<file path="src/rtl/common_types_pkg.sv">
// Shared types and constants for the execute-stage multiplier.
// Consumed by multiplier.sv; early termination is selected there with MULT_EARLY_TERM_EN.
package common_types_pkg;

  localparam int MULT_XLEN  = 32;
  localparam int MULT_CNT_W = $clog2(MULT_XLEN);

  typedef enum logic [1:0] {
    MULT_IDLE,
    MULT_BUSY,
    MULT_FINISH
  } mult_state_t;

  // Two's complement magnitude, taken only when the operand is signed and negative.
  function automatic logic [MULT_XLEN-1:0] mult_mag(input logic [MULT_XLEN-1:0] v,
                                                    input logic                 is_signed);
    return (is_signed && v[MULT_XLEN-1]) ? (~v + 1'b1) : v;
  endfunction

endpackage

</file>
<file path="src/rtl/multiplier.sv">
// Iterative radix-2 shift-add multiplier for RV32M MUL/MULH/MULHSU/MULHU.
// Define MULT_EARLY_TERM_EN to finish as soon as the remaining multiplier bits are zero.
module multiplier
  import common_types_pkg::*;
#(
  parameter int XLEN = MULT_XLEN
) (
  input  logic            CLK,
  input  logic            nRST,
  input  logic            start,
  input  logic            abort,
  input  logic            mult_signed_a,
  input  logic            mult_signed_b,
  input  logic            mult_half,
  input  logic [XLEN-1:0] a,
  input  logic [XLEN-1:0] b,
  output logic            busy,
  output logic            done,
  output logic [XLEN-1:0] result
);

  mult_state_t           state, state_next;
  logic [2*XLEN-1:0]     mcand;
  logic [2*XLEN-1:0]     prod;
  logic [XLEN-1:0]       mplr;
  logic [MULT_CNT_W-1:0] cnt;
  logic                  neg;
  logic                  half;

  logic [XLEN-1:0]       a_mag, b_mag;
  logic                  accept;
  logic                  last_step;
  logic                  b_zero;
  logic [2*XLEN-1:0]     prod_sum;
  logic [2*XLEN-1:0]     prod_final;
  logic [XLEN-1:0]       res_sel;

  assign a_mag  = mult_mag(a, mult_signed_a);
  assign b_mag  = mult_mag(b, mult_signed_b);
  assign accept = start && !abort;

`ifdef MULT_EARLY_TERM_EN
  assign b_zero    = (b_mag == '0);
  assign last_step = (cnt == '0) || (mplr[XLEN-1:1] == '0);
`else
  assign b_zero    = 1'b0;
  assign last_step = (cnt == '0);
`endif

  // Result is captured on the edge into FINISH, so it is built from this cycle's sum.
  assign prod_sum   = prod + (mplr[0] ? mcand : '0);
  assign prod_final = neg ? (~prod_sum + 1'b1) : prod_sum;
  assign res_sel    = half ? prod_final[2*XLEN-1:XLEN] : prod_final[XLEN-1:0];

  assign busy = (state != MULT_IDLE);
  assign done = (state == MULT_FINISH) && !abort;

  // NOTE: every always_comb output gets a default first so no path can infer a latch.
  always_comb begin
    state_next = state;
    unique case (state)
      MULT_IDLE:   if (accept) state_next = b_zero ? MULT_FINISH : MULT_BUSY;
      MULT_BUSY:   if (last_step) state_next = MULT_FINISH;
      MULT_FINISH: state_next = MULT_IDLE;
      default:     state_next = MULT_IDLE;
    endcase
    if (abort) state_next = MULT_IDLE;
  end

  // NOTE: sequential state uses non-blocking assignments so every register samples pre-edge values.
  always_ff @(posedge CLK or negedge nRST) begin
    if (!nRST) begin
      state  <= MULT_IDLE;
      mcand  <= '0;
      prod   <= '0;
      mplr   <= '0;
      cnt    <= '0;
      neg    <= 1'b0;
      half   <= 1'b0;
      result <= '0;
    end else begin
      state <= state_next;
      unique case (state)
        MULT_IDLE: begin
          if (accept) begin
            mcand <= {{XLEN{1'b0}}, a_mag};
            mplr  <= b_mag;
            prod  <= '0;
            cnt   <= MULT_CNT_W'(XLEN - 1);
            neg   <= (mult_signed_a & a[XLEN-1]) ^ (mult_signed_b & b[XLEN-1]);
            half  <= mult_half;
            if (b_zero) result <= '0;
          end
        end
        MULT_BUSY: begin
          if (!abort) begin
            prod  <= prod_sum;
            mcand <= mcand << 1;
            mplr  <= mplr >> 1;
            if (cnt != '0) cnt <= cnt - 1'b1;
            if (state_next == MULT_FINISH) result <= res_sel;
          end
        end
        default: ;
      endcase
    end
  end

endmodule
</file>
<file path="config.mk">
export PLATFORM = sky130hd
export DESIGN_NAME = multiplier
export DESIGN_NICKNAME = d
export VERILOG_FILES = /design/src/rtl/common_types_pkg.sv /design/src/rtl/multiplier.sv
export SDC_FILE = /design/constraint.sdc
export NUM_CORES = 1
export LEC_CHECK = 0
export ABC_AREA = 1
export CORE_MARGIN = 3
export CORE_UTILIZATION = 50
export CTS_BUF_LIST = sky130_fd_sc_hd__clkbuf_4
export DETAILED_ROUTE_END_ITERATION = 7
export GPL_ROUTABILITY_DRIVEN = 0
export HOLD_SLACK_MARGIN = 0.15
export PLACE_DENSITY_LB_ADDON = 0.12
export SYNTH_ARGS = -nofsm -noshare
export SYNTH_HDL_FRONTEND = slang
export SYNTH_SLANG_ARGS = --single-unit
</file>
<file path="constraint.sdc">
create_clock -name CLK -period 4.2 [get_ports CLK]
set_input_delay 0.84 -clock CLK [delete_from_list [all_inputs] [get_ports CLK]]
set_output_delay 0.84 -clock CLK [all_outputs]
set_load 0.1 [all_outputs]
</file>
==> flow_metrics.tcl <==
set metrics [dict create \
    design_area_um2 20820 \
    horiz_die_dim_um 197.7 \
    leakagePower_nw 11.35 \
    crit_top_cell "nand2_1" \
    drc 0 \
    synth_top_flop_cell "dfrtp_1" \
    maxCapViolations 0 \
    firstDrtPassIters 6 \
    timing.final.max_slew_violations 0 \
    setup_violations 0 \
    clkSinkCount 201 \
    crit_family "simple AND/OR/NAND/NOR gates" \
    antenna_found_initial 3 \
    fraction_of_final_layout_cells_sized_beyond_drive_strength_1 0.08960 \
    routedWlPerCell_um 18.20 \
    floorplan.die.height_um 197.7 \
    hold_viol_final 0 \
    cts.root.buffer_cell "clkbuf_4" \
    postSynthRegisterBits 201 \
    yosys-top-cells-count "nand2_1 (1038), inv_1 (496), nor2_1 (271)" \
    first_global_vias 19468 \
    tns_ns 0 \
    min_period_ns 3.976 \
    hold_class "reg -> reg" \
    final_non_filler_cells 3722 \
    cts.path.max_buffers 3 \
    critPathBufInv 2 \
    crit_path_max_fanout 11 \
    data_required_time_at_the_worst_endpoint_ns 4.99 \
    postRouteWirelength_um 67740 \
    core_um2 35910 \
    powerDensity_nw_per_um2 484.8 \
    cp-start-kind "flop" \
    die_area_um2 39100 \
    grt_pass1_wl_um 105900 \
    cts_made_buffers 58 \
    layout-area-overhead-vs-synth_pct 13.23 \
    final_core_util 0.5796 \
    clk_pin_slew_worst_paths_ns 0.07 \
    postSynthNetCount 3235 \
    grt.overflow.total 0 \
    worstSkewPairLatency_ns 0.86 \
    yosysMostFrequentCell "nand2_1" \
    placement_rows 69 \
    post-synth-top-area-cell "dfrtp_1" \
    ant_nets 0 \
    setup_ws_ns 0.2240 \
    synth-async-reset-ratio 1.000 \
    largest_net_degree_at_the_start_of_global_routing 151 \
    worst_setup_path_end_kind "flop" \
    via_count 20917 \
    synth_cell_types 44 \
    syn-instance-count 3096 \
    clock_tree_from_tritoncts "built" \
    slew_headroom 0.2386 \
    place_area_um2 20000 \
    global_route_usage_over_all_layers 0.3452 \
    htree_levels 2 \
    detailedPlace.worstSlack_ns 0.1270 \
    synth_area_leaders "dfrtp_1 (27%), nand2_1 (21%), inv_1 (10%)" \
    fmax_ghz 0.2515 \
    synth_sequential_area_ratio 0.2736 \
    run_status "finished clean" \
    critical_path.cell_chain "buf_4, nand2_1, inv_1, ha_1, nand2_1, nor2_1, nand2_1, nor2_1, nand2_1, nand3_2, nand2_1, nand2_1, nand2_1, nand2_1, nand2_1, nor2_1, nand3_1, nor2_1, nand3_1, nand3_1, nand3_1, a21oi_1" \
    slowest_stage "dfrtp_4" \
    final.period_utilization 0.9467 \
    dp_hpwl_um 53510 \
    synth.avg_cell_area_um2 5.938 \
    synth_enable_flop_cells 0 \
    place.port_buffers 104 \
    timing.setup.critical_path_class "reg -> reg" \
    post_drt_via_cell_ratio 5.620 \
    power.ir.vdd_worst_mv 0.2582 \
    worst_pin_slew_ns 1.138 \
    worst_ep_arrival_time_ns 4.76 \
    finalNetCount 3352 \
    number_of_instances_in_the_placed_design 3612 \
    synth.top_cell.area_share 0.2736 \
    synth.cell_area_um2 18380 \
    cpPeakStageDelay_ns 0.56 \
    first_iter_violations 2147 \
    synthesis.yosys.warnings 0 \
    start_util 0.5118 \
    ios 105 \
    final.setup_skew_ns 0.07882 \
]
repair_timing:
item                                    in CTS  in global routing
resized for setup                            0                 15
hold buffers                                 1                  0
hold endpoints to repair                    29                  0
endpoints found under the setup margin       0                 27
setup buffers                                0                  1
layout make-up:
cell class	instances	area, um^2
fill	3641	15100
multi-input combinational	2299	11160
sequential	201	5035
inverter	515	1933
timing repair buffer	138	1350
clock buffer	87	653.1
tap	461	576.8
clock inverter	19	101.3
antenna	2	5.005
worst register-to-register path, cell delays in order (launching register included):
cell and delay, ns:
dfrtp_4 0.56, buf_4 0.19, nand2_1 0.07, inv_1 0.04
ha_1 0.40, nand2_1 0.15, nor2_1 0.19, nand2_1 0.19
nor2_1 0.13, nand2_1 0.14, nand3_2 0.17, nand2_1 0.09
nand2_1 0.07, nand2_1 0.11, nand2_1 0.25, nand2_1 0.13
nor2_1 0.21, nand3_1 0.18, nor2_1 0.18, nand3_1 0.13
nand3_1 0.09, nand3_1 0.12, a21oi_1 0.18
power breakdown:
part / switching, mW / internal [mW]
combinational: 3.93 / 1.61
clock: 0.913 / 1.00
sequential: 0.308 / 2.32
sequential cells by signal (all words and copies together), names as in the netlist:
| signal | cells |
|---|---|
| neg | 1 |
| mplr | 32 |
| mcand | 64 |
| prod | 64 |
| result | 32 |
| cnt | 5 |
| state | 2 |
| half | 1 |
final timing paths:
path / start / end / slack, ns / cells past startpoint
min in group asynchronous: nRST / result[17] / 0.61 / 2
setup / recovery: mplr[0] / result[29] / 0.22 / 22
hold reg to reg: mplr[7] / mplr[7] / 0.48 / 2
hold / removal: mplr[7] / mplr[7] / 0.48 / 2
max in group asynchronous: nRST / mplr[0] / 2.72 / 3
setup reg to reg: mplr[0] / result[29] / 0.22 / 22
layout by cell type, fill, tap and decap left out, drive strengths merged, types with 20 or more instances in the layout:
cell type         n
a21oi           164
buf              34
clkbuf           88
clkdlybuf4s50   102
clkinv           20
dfrtp           201
ha               67
inv             513
nand2          1102
nand3           192
nand4            25
nor2            308
nor3             31
o21ai           266
o22ai            34
xor2             23
through the flow:
stage / total power, mW / hold slack (ns)
after floorplan: 6.323 / 0.4439
after CTS: 9.960 / 0.4782
after global routing: 10.80 / 0.5073
after detailed placement: 8.001 / 0.4608
after global placement: 7.913 / 0.4578
final: 10.09 / 0.4783
routing by layer:
metal  track usage  routed length (um)
met5             0                  14
met4        0.2055                4615
met3       0.07453                6708
met2        0.5285               28980
met1        0.4493               27420
kinds of logic after synthesis:
logic type | share of synthesized area
DFF | 0.2736
and+or+nand+nor | 0.3911
AOI/OAI and AO/OA | 0.1508
xor gates and xnor gates | 0.01572
buffers and inverters | 0.1220
adders and majority gates | 0.04669
No activity file was read; power rests on OpenSTA's default activity.
